--- src/rtl/vektor_pkg.sv ---
// Shared constants and state encoding for the vector sequencer and the
// kryssprodukt block it feeds.
package vektor_pkg;

    localparam int BYTE_W                = 8;
    localparam int VEC_LEN               = 4;
    localparam int VEC_W                 = BYTE_W * VEC_LEN;
    localparam int DEFAULT_SETTLE_CYCLES = 2;

    localparam int LOAD_CNT_W   = $clog2(2 * VEC_LEN);
    localparam int IDX_W        = $clog2(VEC_LEN);
    localparam int SETTLE_CNT_W = 4;

    typedef enum logic [1:0] {
        ST_LOAD   = 2'd0,
        ST_SETTLE = 2'd1,
        ST_SEND   = 2'd2
    } state_t;

endpackage

--- src/rtl/vektor_sekvenser.sv ---
// Loads a and b operand vectors byte by byte, waits for kryssprodukt to settle,
// captures its c vector and streams the result out one byte at a time.
module vektor_sekvenser
    import vektor_pkg::*;
#(
    parameter int SETTLE_CYCLES = DEFAULT_SETTLE_CYCLES
) (
    input  logic              clk,
    input  logic              rst_n,
    input  logic [BYTE_W-1:0] in_data,
    input  logic              in_valid,
    output logic              in_ready,
    output logic [VEC_W-1:0]  a_vec,
    output logic [VEC_W-1:0]  b_vec,
    input  logic [VEC_W-1:0]  c_vec,
    output logic [BYTE_W-1:0] out_data,
    output logic              out_valid,
    input  logic              out_ready,
    output logic              busy
);

    localparam logic [LOAD_CNT_W-1:0]   LOAD_LAST   = LOAD_CNT_W'(2 * VEC_LEN - 1);
    localparam logic [IDX_W-1:0]        IDX_LAST    = IDX_W'(VEC_LEN - 1);
    localparam logic [SETTLE_CNT_W-1:0] SETTLE_LAST = SETTLE_CNT_W'(SETTLE_CYCLES - 1);

    state_t                  state;
    state_t                  state_nxt;
    logic [LOAD_CNT_W-1:0]   load_idx;
    logic [SETTLE_CNT_W-1:0] settle_cnt;
    logic [IDX_W-1:0]        idx;
    logic [VEC_W-1:0]        result;
    logic                    in_xfer;
    logic                    out_xfer;
    logic                    settle_last;

    // Handshake flags are pure state decodes so in_ready never depends on in_valid.
    assign in_ready    = (state == ST_LOAD);
    assign out_valid   = (state == ST_SEND);
    assign busy        = (state != ST_LOAD);
    assign in_xfer     = in_valid && in_ready;
    assign out_xfer    = out_valid && out_ready;
    assign settle_last = (state == ST_SETTLE) && (settle_cnt == SETTLE_LAST);
    assign out_data    = result[{idx, 3'b000} +: BYTE_W];

    always_ff @(posedge clk or negedge rst_n) begin
        if (!rst_n) begin
            state <= ST_LOAD;
        end else begin
            state <= state_nxt;
        end
    end

    always_comb begin
        state_nxt = state;
        case (state)
            ST_LOAD: begin
                if (in_xfer && (load_idx == LOAD_LAST)) begin
                    state_nxt = ST_SETTLE;
                end
            end
            ST_SETTLE: begin
                if (settle_last) begin
                    state_nxt = ST_SEND;
                end
            end
            ST_SEND: begin
                if (out_xfer && (idx == IDX_LAST)) begin
                    state_nxt = ST_LOAD;
                end
            end
            default: begin
                state_nxt = ST_LOAD;
            end
        endcase
    end

    // Top bit of load_idx picks a versus b; the counter wraps to 0 after b4.
    always_ff @(posedge clk or negedge rst_n) begin
        if (!rst_n) begin
            load_idx <= '0;
            a_vec    <= '0;
            b_vec    <= '0;
        end else if (in_xfer) begin
            load_idx <= load_idx + LOAD_CNT_W'(1);
            if (!load_idx[IDX_W]) begin
                a_vec[{load_idx[IDX_W-1:0], 3'b000} +: BYTE_W] <= in_data;
            end else begin
                b_vec[{load_idx[IDX_W-1:0], 3'b000} +: BYTE_W] <= in_data;
            end
        end
    end

    always_ff @(posedge clk or negedge rst_n) begin
        if (!rst_n) begin
            settle_cnt <= '0;
            result     <= '0;
        end else if (state == ST_SETTLE) begin
            if (settle_last) begin
                settle_cnt <= '0;
                result     <= c_vec;
            end else begin
                settle_cnt <= settle_cnt + SETTLE_CNT_W'(1);
            end
        end
    end

    // idx wraps from 3 back to 0 on the final output transfer.
    always_ff @(posedge clk or negedge rst_n) begin
        if (!rst_n) begin
            idx <= '0;
        end else if (out_xfer) begin
            idx <= idx + IDX_W'(1);
        end
    end

endmodule

--- config.mk ---
export PLATFORM = sky130hd
export DESIGN_NAME = vektor_sekvenser
export DESIGN_NICKNAME = d
export VERILOG_FILES = /design/src/rtl/vektor_pkg.sv /design/src/rtl/vektor_sekvenser.sv
export SDC_FILE = /design/constraint.sdc
export NUM_CORES = 1
export LEC_CHECK = 0
export ABC_AREA = 1
export CAP_MARGIN = 10
export CORE_MARGIN = 1.5
export CORE_UTILIZATION = 46
export CTS_BUF_LIST = sky130_fd_sc_hd__clkbuf_2
export DETAILED_ROUTE_END_ITERATION = 7
export PLACE_DENSITY_LB_ADDON = 0.3
export SYNTH_ARGS = -nofsm -noshare
export SYNTH_HDL_FRONTEND = slang
export SYNTH_SLANG_ARGS = --single-unit
--- constraint.sdc ---
create_clock -name clk -period 1.6 [get_ports clk]
set_clock_uncertainty 0.05 [all_clocks]
set_input_delay 0.24 -clock clk [delete_from_list [all_inputs] [get_ports clk]]
set_output_delay 0.24 -clock clk [all_outputs]
set_load 0.005 [all_outputs]
==> summary.md, run 1 <==
| Metric | Value |
|---|---|
| Status | finished, violations left |
| Violated checks | negative setup slack |
| Leak | 3.72 nW |
| Via count | 4423 |
| Clock share of power | 0.127 |
| Final Total Pwr | between 10 and 15 mW |
| DRT antenna net count | 0 |
| Antenna diodes | 0 |
| Number of max-cap violations | 0 |
| Final wirelength | 13000 um |
| Post-Place Cell Area | 6410 um^2 |
| Crit. End Element | output port |
| Via/cell ratio | a little under 5 |
| Post-route design area | a little under 7000 um^2 |
| Crit path max-delay family | flip-flops |
| Initial antenna violation count | 0 |
| I/O Pins | 119 |
| Worst-path cell chain | inv_4 -> buf_6 -> nor2_1 -> o22ai_1 -> buf_2 |
| Gate power share | 0.491 |
| Htree depth | 3 |
| Synthesis-stage register bit count | 107 |
| Mapped Nets | between 600 and 700 |
| Largest net degree at the start of global routing | 66 |
| Sequential Power Share | 0.382 |
| Switch share | 0.397 |
| Worst Path Buf+Inv | 3 |
| Switching pwr | 4.73 mW |
| Post-Syn Instances | just under 600 |
| Synth top area cells | dfrtp_1, nand2_1, nor2_1 |
| Cell taking the most area after synthesis | dfrtp_1 |
| Mean routed wirelength per cell | 14.3 um |
| Fillers | 824 |
| Critical Path RT | 1.31 ns |
| Area Growth Syn to Fin | 41.3% |
| Count of cell types in the netlist | 21 |
| Number of cell rows | 37 |
| Commonest non-fill, non-tap cell in the layout | nand2_1 |
| Type of the tightest min-delay check | in -> async |
| Root Buffer Master | clkbuf_2 |
| Period utilisation layout | 1.17 |
| CTS tree | yes |
| Worst-Skew Late Latency | 0.52 ns |
| GRT Total Usage | 0.237 |
| Most frequent cells in the layout | nand2_1, dfrtp_1, buf_4, clkdlybuf4s50_1, inv_1 |
| Clock-pin slew on the worst setup and hold paths | between 0.2 and 0.3 ns |
| CP peak stage delay | 0.51 ns |
| Syn avg cell area | roughly 8.3 um^2 |
| Iter 0 DRT Violations | 157 |
| Final net count | slightly above 800 |
| WS Path Type | reg -> out |
| Die Wd | approximately 110 um |
| Final GP Congestion | 0.890 |
| Final setup fails | 10 |
| Period minus WS final | 1.87 ns |
| Starting density of the core | 0.473 |
| Worst slew pin tran | 0.361 ns |
| CTS Buf Count | 9 |
| Vias in the first global route | 4406 |
| PD cells | 1730 nW/um^2 |
| TNS Setup | -2.13 ns |
| Clk sink count | 107 |
| Hold WS | 0.0336 ns |
| Fmax | 534 MHz |
| DRC violations left | 0 |
| Syn. warnings | 0 |
| CP max FO | 5 |
| Worst setup margin | -0.273 ns |
| Synthesized area | 4880 um^2 |
| Die height | approximately 110 um |
| Startpoint Class | register |
| Slew headroom | 0.759 |
| Endpoints failing hold | 0 |
| Die footprint | 11200 um^2 |
| Fraction of layout cells with a size suffix above 1 | 0.198 |
| Share of the synthesized area in the top cell type | 0.549 |
| Peak supply drop | between 0.0008 and 0.0009 V |
| Clock Tree Buf Depth | 2 |
| Slew Viols, Final | 0 |
| Cell Int Power | ~7.2 mW |
| First-pass GRT wire length | 21200 um |
| WP data arrival | approximately 1.6 ns |
| RSZ-0062 raised after global routing | true |
| Core area | approximately 10000 um^2 |
| Post-DP HPWL | 9190 um |
| DRT Pass-1 Iters | 7 |
| I/O Buffers | 118 |
| Grt total ovfl | 0 |
| Crit path max-delay cell type | dfrtp_2 |
| Post-synthesis sequential area ratio | 0.549 |
[worst register-to-register path, delay by kind of cell, from the launching register on]
family,cells,cell delay [ns]
and+or+nand+nor,5,0.55
buffers and inverters,3,0.40
DFF,1,0.51
[area by class of cell]
| class | instances | area, um^2 | share of cell area |
|---|---|---|---|
| inverter | 49 | 189 | 0.0274 |
| tap | 136 | 170 | 0.0247 |
| clock buffer | 9 | 45.0 | 0.00653 |
| timing repair buffer | 181 | 1650 | 0.239 |
| multi-input combinational | 419 | 2050 | 0.298 |
| sequential | 107 | 2680 | 0.389 |
| clock inverter | 6 | 105 | 0.0152 |
[registers in the layout, summed over array words and instances, names as in the netlist]
signal,count
b_vec,32
a_vec,32
result,32
load_idx,3
state,2
idx,2
settle_cnt,4
[synthesized netlist by cell type]
master / number
ha_1: 9
a21oi_1: 2
dfrtp_1: 107
buf_4: 1
nor2_1: 53
clkbuf_1: 2
nor2_2: 6
o21ai_1: 17
nor2_4: 4
o21ai_2: 15
nand4_1: 9
mux2i_1: 1
o22ai_1: 9
inv_1: 49
xor2_1: 3
buf_2: 4
nand3_2: 3
nand2_1: 260
o21ai_0: 17
nand3_1: 11
buf_6: 6
[through the flow]
step | setup slack [ns] | util | cells
after global placement | -0.0500 | 0.621 | 859
after CTS | -0.293 | 0.645 | 897
after detailed placement | -0.147 | 0.621 | 859
after global routing | -0.380 | 0.668 | 907
final | -0.273 | 0.668 | 907
after floorplan | 0.0326 | - | 588
[final timing paths]
kind	endpoint	cells after the start	from	slack (ns)
max	out_data[4]	5	idx[0]	-0.27
min	settle_cnt[3]	2	rst_n	0.03
max reg2reg	b_vec[29]	8	state[0]	0.07
min reg2reg	b_vec[25]	2	b_vec[25]	0.46
max in group asynchronous	idx[0]	3	rst_n	0.92
min in group clk	result[14]	3	c_vec[14]	0.16
[power by group through the flow]
| stage | Clock, mW | Sequential (mW) | Combinational (mW) |
|---|---|---|---|
| floorplan | 0 | 4.41 | 2.84 |
| global placement | 0 | 4.50 | 5.39 |
| detailed placement | 0 | 4.52 | 5.53 |
| CTS | 1.53 | 4.48 | 5.41 |
| global route | 1.64 | 4.67 | 6.52 |
| finish | 1.51 | 4.57 | 5.86 |
[logic make-up after synthesis]
logic type                 count (synthesis)  synth area share
AOI/OAI and AO/OA                         60            0.0754
xor gates and xnor gates                   3           0.00539
adders and majority gates                  9            0.0231
buffers and inverters                     62            0.0587
DFF                                      107             0.549
muxes                                      1           0.00205
and+or+nand+nor                          346             0.287
[metal layers]
metal | wire [um] | up-vias | track usage
met3 | 470 | 14 | 0.0313
met5 | 0 | - | 0
met1 | 5900 | 2123 | 0.327
met2 | 6440 | 105 | 0.397
li1 | - | 2181 | -
met4 | 156 | 0 | 0.0598
[timing repair]
action,4_1_cts,5_1_grt
buffers inserted,21,9
endpoints found under the setup margin,75,96
cloned,1,1
hold buffers,1,0
endpoints found under the hold margin,107,0
gates resized for setup,140,75
pin swaps,7,9
(Power assumes the default switching activity.)
==> run 2: changes to the inputs <==
- CORE_UTILIZATION: 46 -> 50
- clock period: 1.6 -> 2.2 ns (I/O delays scaled with it)
==> run 2 against run 1 <==
Net effect: the flow now finishes without violations; first-iteration DRC count is 41% higher; clock power is 47% lower; worst setup slack better by 0.38 ns; final cell count is 6.2% lower; flip-flop and latch count stayed put; total power is 35% lower; critical endpoint is now out_data[7]; worst hold slack better by 0.011 ns; via count is 4.7% lower; cell area is 7.9% lower; sequential power is 28% lower.
==> summary.md, run 2 (synthesized netlist as in run 1, its figures left out) <==
| Metric | Value |
|---|---|
| Worst Path Buf+Inv | 3 (unchanged) |
| Crit. End Element | output port |
| Final net count | 770 (-6.1%) |
| Sequential Power Share | 0.422 (+0.040) |
| Post-Place Cell Area | 6190 um^2 (-3.5%) |
| Mean routed wirelength per cell | 14.2 um (-0.65%) |
| WS Path Type | reg -> out |
| Clock Tree Buf Depth | 2 (unchanged) |
| Endpoints failing hold | 0 (unchanged) |
| Clock share of power | 0.102 (-0.025) |
| I/O Pins | 119 (unchanged) |
| DP Cell Count | 828 (-3.6%) |
| Most frequent cells in the layout | nand2_1, clkdlybuf4s50_1, dfrtp_1, nor2_1, inv_1 |
| R2R depth | 8 (unchanged) |
| DRT antenna net count | 0 (unchanged) |
| PD cells | 1230 nW/um^2 (-29%) |
| Post-DP HPWL | 8860 um (-3.5%) |
| Via/cell ratio | 4.95 (+1.5%) |
| Antenna diodes | 0 (unchanged) |
| Grt total ovfl | 0 (unchanged) |
| Crit path max-delay family | buffers and inverters |
| Final GP Congestion | 0.864 (-2.9%) |
| Clk sink count | 107 (unchanged) |
| Worst-path cell chain | inv_2 -> buf_4 -> o21ai_0 -> o22ai_1 -> dlygate4sd2_1 |
| Finished Layout Cells | 851 (-6.2%) |
| Reg-to-reg slack, setup | 0.28 ns (+0.21 ns) |
| Vias in the first global route | 4096 (-7.0%) |
| CP max FO | 9 (+4) |
| Die footprint | 10400 um^2 (-7.8%) |
| Worst slew pin tran | 0.541 ns (+0.181 ns) |
| Final wirelength | 12100 um (-6.8%) |
| Stages on worst setup path | 5 (unchanged) |
| Final setup fails | 0 (-10) |
| Die Wd | 102 um (-4.0%) |
| Commonest non-fill, non-tap cell in the layout | nand2_1 |
| Type of the tightest min-delay check | in -> async |
| Area Growth Syn to Fin | 30.1% |
| Core area | 9370 um^2 (-9.2%) |
| Switch share | 0.399 (+0.00280) |
| WP data arrival | 1.71 ns (+0.13 ns) |
| Post-route design area | 6350 um^2 (-7.9%) |
| DRC violations left | 0 (unchanged) |
| Fillers | 796 (-3.4%) |
| Crit path max-delay cell type | dfrtp_1 |
| Clock-pin slew on the worst setup and hold paths | 0.28 ns (about the same) |
| Die height | 102 um (-4.0%) |
| Top Registers | a_vec (32), b_vec (32), result (32) |
| Number of cell rows | 35 (-5.4%) |
| Startpoint Class | register |
| Status | completed |
| Fmax | 477 MHz |
| Starting density of the core | 0.521 (+0.0480) |
| Cell Int Power | 4.69 mW (-35%) |
| CP peak stage delay | 0.44 ns (-0.07 ns) |
| Largest net degree at the start of global routing | 66 (unchanged) |
| Iter 0 DRT Violations | 221 (+41%) |
| DRT Pass-1 Iters | 5 (-2) |
| GRT Total Usage | 0.245 (+0.00828) |
| Slew headroom | 0.639 (-0.120) |
| Hold WS | 0.0441 ns (+0.0105 ns) |
| Period minus WS final | 2.09 ns |
| Initial antenna violation count | 0 (unchanged) |
| Period utilisation layout | 0.952 |
| Number of max-cap violations | 0 (unchanged) |
| Htree depth | 3 (unchanged) |
| Worst-Skew Late Latency | 0.55 ns (+0.03 ns) |
| Gate power share | 0.476 (-0.015) |
| Fraction of layout cells with a size suffix above 1 | 0.0886 (-0.110) |
| Critical Path RT | 1.82 ns (+0.51 ns) |
| CTS Buf Count | 9 (unchanged) |
| Switching pwr | 3.12 mW (-34%) |
| Root Buffer Master | clkbuf_2 |
| First-pass GRT wire length | 19700 um (-6.8%) |
| Slew Viols, Final | 0 (unchanged) |
| Peak supply drop | 0.000639 V (-24%) |
| Via count | 4213 (-4.7%) |
| I/O Buffers | 118 (unchanged) |
| Leak | 3.26 nW (-12%) |
| CTS tree | yes |
| TNS Setup | 0 ns (+2.13 ns) |
## run 2: changes by cell type in the layout (fill, tap and decap cells not counted), moves of 6 or more
cell,delta
buf_2,-11
buf_4,-38
inv_1,+6
dlygate4sd2_1,-20
o21ai_0,+15
clkdlybuf4s15_1,-37
o21ai_1,-11
clkdlybuf4s50_1,+66
nor2_2,-8
buf_6,-12
nor2_1,+12
## run 2: timing repair
item                       CTS  global route
setup buffers                5             1
hold buffers                 1             0
hold endpoints to repair   107             0
pin swaps                    1             0
resized for setup           13             7
setup endpoints to repair   11             5
## run 2: power by group through the flow
stage	sequential [mW]	clock, mW	combinational (mW)
after floorplan	3.21	0	1.99
after global placement	3.29	0	3.59
after detailed placement	3.30	0	3.69
after CTS	3.27	0.811	3.71
after global routing	3.38	0.886	4.16
final	3.29	0.793	3.72
## run 2: layer usage
layer  vias up  track usage  wire length (um)
met5         -            0                 0
met4         0       0.0812               175
met3        17       0.0380               546
met2       125        0.388              5780
met1      1990        0.348              5590
li1       2081            -                 -
## run 2: layout make-up
type	count	area [um^2]	area share
well taps	129	161	0.0254
inverters	49	184	0.0290
flip-flops and latches	107	2680	0.422
clock inverters	6	40.0	0.00631
multi-input cells	419	1920	0.303
clock buffers	10	50.0	0.00788
repair buffers	131	1310	0.206
## run 2: metrics by stage
| step | util | setup slack, ns | total power [mW] |
|---|---|---|---|
| floorplan | - | 0.464 | 5.20 |
| global placement | 0.660 | 0.290 | 6.88 |
| detailed placement | 0.660 | 0.233 | 6.99 |
| CTS | 0.676 | 0.00395 | 7.79 |
| global route | 0.677 | -0.000565 | 8.42 |
| finish | 0.677 | 0.105 | 7.80 |
## run 2: path summary, 6_finish.rpt
check,to,startpoint
hold / removal,b_vec[1],rst_n
setup reg to reg,a_vec[2],load_idx[0]
hold reg to reg,b_vec[28],b_vec[28]
setup / recovery,out_data[7],idx[0]
min in group clk,result[19],c_vec[19]
max in group asynchronous,b_vec[13],rst_n
## run 2: worst reg2reg max path, cell delays in order (launching register included)
cell	delay, ns
dfrtp_1	0.46
inv_1	0.18
ha_1	0.23
inv_1	0.16
nor2_1	0.37
nand2_1	0.10
nor2_1	0.18
nand2_1	0.09
nand2_1	0.06
==> run 3: changes to the inputs <==
- CORE_MARGIN: 1.5 -> 3
- GPL_TIMING_DRIVEN: unset -> 0
- MAX_ROUTING_LAYER: unset -> met4
==> run 3 against run 2 <==
Net effect: clock power rose by 24%; critical path type unchanged; non-clock buffer count grew 15; wire length grew 5.3%; critical endpoint is now out_data[3]; cell area up 2.5%; global-route usage down 0.51 points; maximum frequency decreased by 1.8%; first-iteration DRC count did not move; sequential share of layout area is 1.0 points lower.
==> summary.md, run 3 (synthesized netlist as in run 1, its figures left out) <==
| Metric | Value |
|---|---|
| Status | completed |
| Fraction of layout cells with a size suffix above 1 | 0.121 (+0.0321) |
| Antenna diodes | 0 (unchanged) |
| Period utilisation layout | 0.970 (+0.0173) |
| Endpoints failing hold | 0 (unchanged) |
| Largest net degree at the start of global routing | 57 (-14%) |
| PD cells | 1260 nW/um^2 (+2.8%) |
| Root Buffer Master | clkbuf_2 |
| CTS Buf Count | 9 (unchanged) |
| Leak | 3.35 nW (+2.9%) |
| Mean routed wirelength per cell | 14.7 um (+3.5%) |
| Die height | 105 um (+2.9%) |
| CTS tree | yes |
| Critical R2R Launch | load_idx[0] |
| DRT antenna net count | 0 (unchanged) |
| I/O Pins | 119 (unchanged) |
| Number of max-cap violations | 0 (unchanged) |
| Startpoint Class | register |
| Crit path max-delay family | flip-flops |
| Peak supply drop | 0.000737 V (+15%) |
| Final GP Congestion | 0.884 (+2.3%) |
| RSZ-0062 raised after global routing | true |
| Number of cell rows | 35 (unchanged) |
| DRT Pass-1 Iters | 5 (unchanged) |
| Hold path start | c_vec[14] |
| Die Wd | 105 um (+2.9%) |
| WS Path Type | reg -> out |
| Vias in the first global route | 4383 (+7.0%) |
| Grt total ovfl | 0 (unchanged) |
| Htree depth | 3 (unchanged) |
| Die footprint | 11000 um^2 (+6.0%) |
| Via/cell ratio | 5.02 (+1.5%) |
| Starting density of the core | 0.521 (unchanged) |
| Reg-to-reg slack, setup | 0.21 ns (-0.07 ns) |
| Final wirelength | 12700 um (+5.3%) |
| Top Registers | a_vec (32), b_vec (32), result (32) |
| CP max FO | 7 (-2) |
| Type of the tightest min-delay check | in -> reg |
| Slew headroom | 0.551 (-0.0879) |
| Worst slew pin tran | 0.673 ns (+0.132 ns) |
| Slew Viols, Final | 0 (unchanged) |
| Post-DP HPWL | 9350 um (+5.5%) |
| Initial antenna violation count | 0 (unchanged) |
| R2R depth | 8 (unchanged) |
| Worst-Skew Late Latency | 0.58 ns (+0.03 ns) |
| Period minus WS final | 2.13 ns (+0.0380 ns) |
| I/O Buffers | 118 (unchanged) |
| Clock-pin slew on the worst setup and hold paths | 0.30 ns (+0.02 ns) |
| Util after Layout | 0.694 (+0.0170) |
| DP Cell Count | 836 (+0.97%) |
| Final Total Pwr | 8.22 mW (+5.3%) |
| Fmax | 469 MHz (-1.8%) |
| Crit path max-delay cell type | dfrtp_2 |
| CP peak stage delay | 0.52 ns (+0.08 ns) |
| GRT Total Usage | 0.240 (-0.00515) |
| Worst-path cell chain | inv_4 -> clkbuf_16 -> nor2_1 -> o22ai_1 -> buf_2 |
| Final setup fails | 0 (unchanged) |
| Reg2reg end | a_vec[6] |
| Hold WS | 0.171 ns (+0.127 ns) |
| Clock Tree Buf Depth | 2 (unchanged) |
| Worst Path Buf+Inv | 3 (unchanged) |
| Finished Layout Cells | 866 (+1.8%) |
| First-pass GRT wire length | 21000 um (+6.3%) |
| Most frequent cells in the layout | nand2_1, clkdlybuf4s50_1, dfrtp_1, nor2_1, inv_1 |
| WP data arrival | 1.75 ns (+0.04 ns) |
| Core area | 9370 um^2 (unchanged) |
| Via count | 4350 (+3.3%) |
| Commonest non-fill, non-tap cell in the layout | nand2_1 |
| Hold Path Depth | 3 |
| DRC violations left | 0 (unchanged) |
| Final net count | 785 (+1.9%) |
| TNS Setup | 0 ns (unchanged) |
| Clk sink count | 107 (unchanged) |
| Area Growth Syn to Fin | 33.4% |
| Worst hold endpoint | result[14] |
| Critical Path RT | 1.82 ns (about the same) |
| Crit. End Element | output port |
| Iter 0 DRT Violations | 221 (unchanged) |
## run 3: per-stage QoR
step | worst slack, ns | instance area, um^2
2_1_floorplan | 0.464 | 4880
3_3_place_gp | -3.14 | 6220
3_5_place_dp | 0.0326 | 6250
4_1_cts | -0.254 | 6450
5_1_grt | -0.0385 | 6510
6_report | 0.0671 | 6510
## run 3: report_power, final
group	internal, mW	total [mW]	switching, mW
logic	1.91	3.96	2.05
clock network	0.285	0.981	0.696
registers	2.73	3.27	0.541
total	4.93	8.22	3.29
## run 3: worst max-delay path by stage
stage / from / to / cells past startpoint
floorplan: load_idx[0] / b_vec[0] / 9
global placement: rst_n / b_vec[29] / 1
detailed placement: idx[0] / out_data[2] / 4
CTS: idx[0] / out_data[1] / 4
global route: idx[0] / out_data[1] / 5
finish: idx[0] / out_data[3] / 5
## run 3: repair_timing
| action | CTS | global route |
|---|---|---|
| hold endpoints to repair | 51 | 0 |
| gates cloned | 0 | 1 |
| pin swaps | 3 | 2 |
| buffers inserted | 7 | 5 |
| hold buffers | 1 | 0 |
| resized for setup | 27 | 28 |
| endpoints found under the setup margin | 11 | 36 |
## run 3: layout make-up
cell class / instances / area [um^2]
Buffer: 13 / 120
Clock buffer: 9 / 45.0
Clock inverter: 7 / 85.1
Fill cell: 766 / 2860
Inverter: 49 / 186
Multi-Input combinational cell: 419 / 1940
Sequential cell: 107 / 2680
Tap cell: 129 / 161
Timing Repair Buffer: 133 / 1290
## run 3: worst register-to-register path: cells and delay by family, from the launching register on
kind          cells  cell delay (ns)
buf+inv           2             0.35
simple gates      5             0.73
flops             1             0.46
fa+ha+maj         1             0.38
## run 3: layer usage
metal  GRT usage  vias to the layer above  wire, um
met2       0.383                      158      6130
met1       0.313                     2060      5550
met3      0.0550                       20       838
li1            -                     2112         -
met5           -                        -         0
met4      0.0600                        0       214
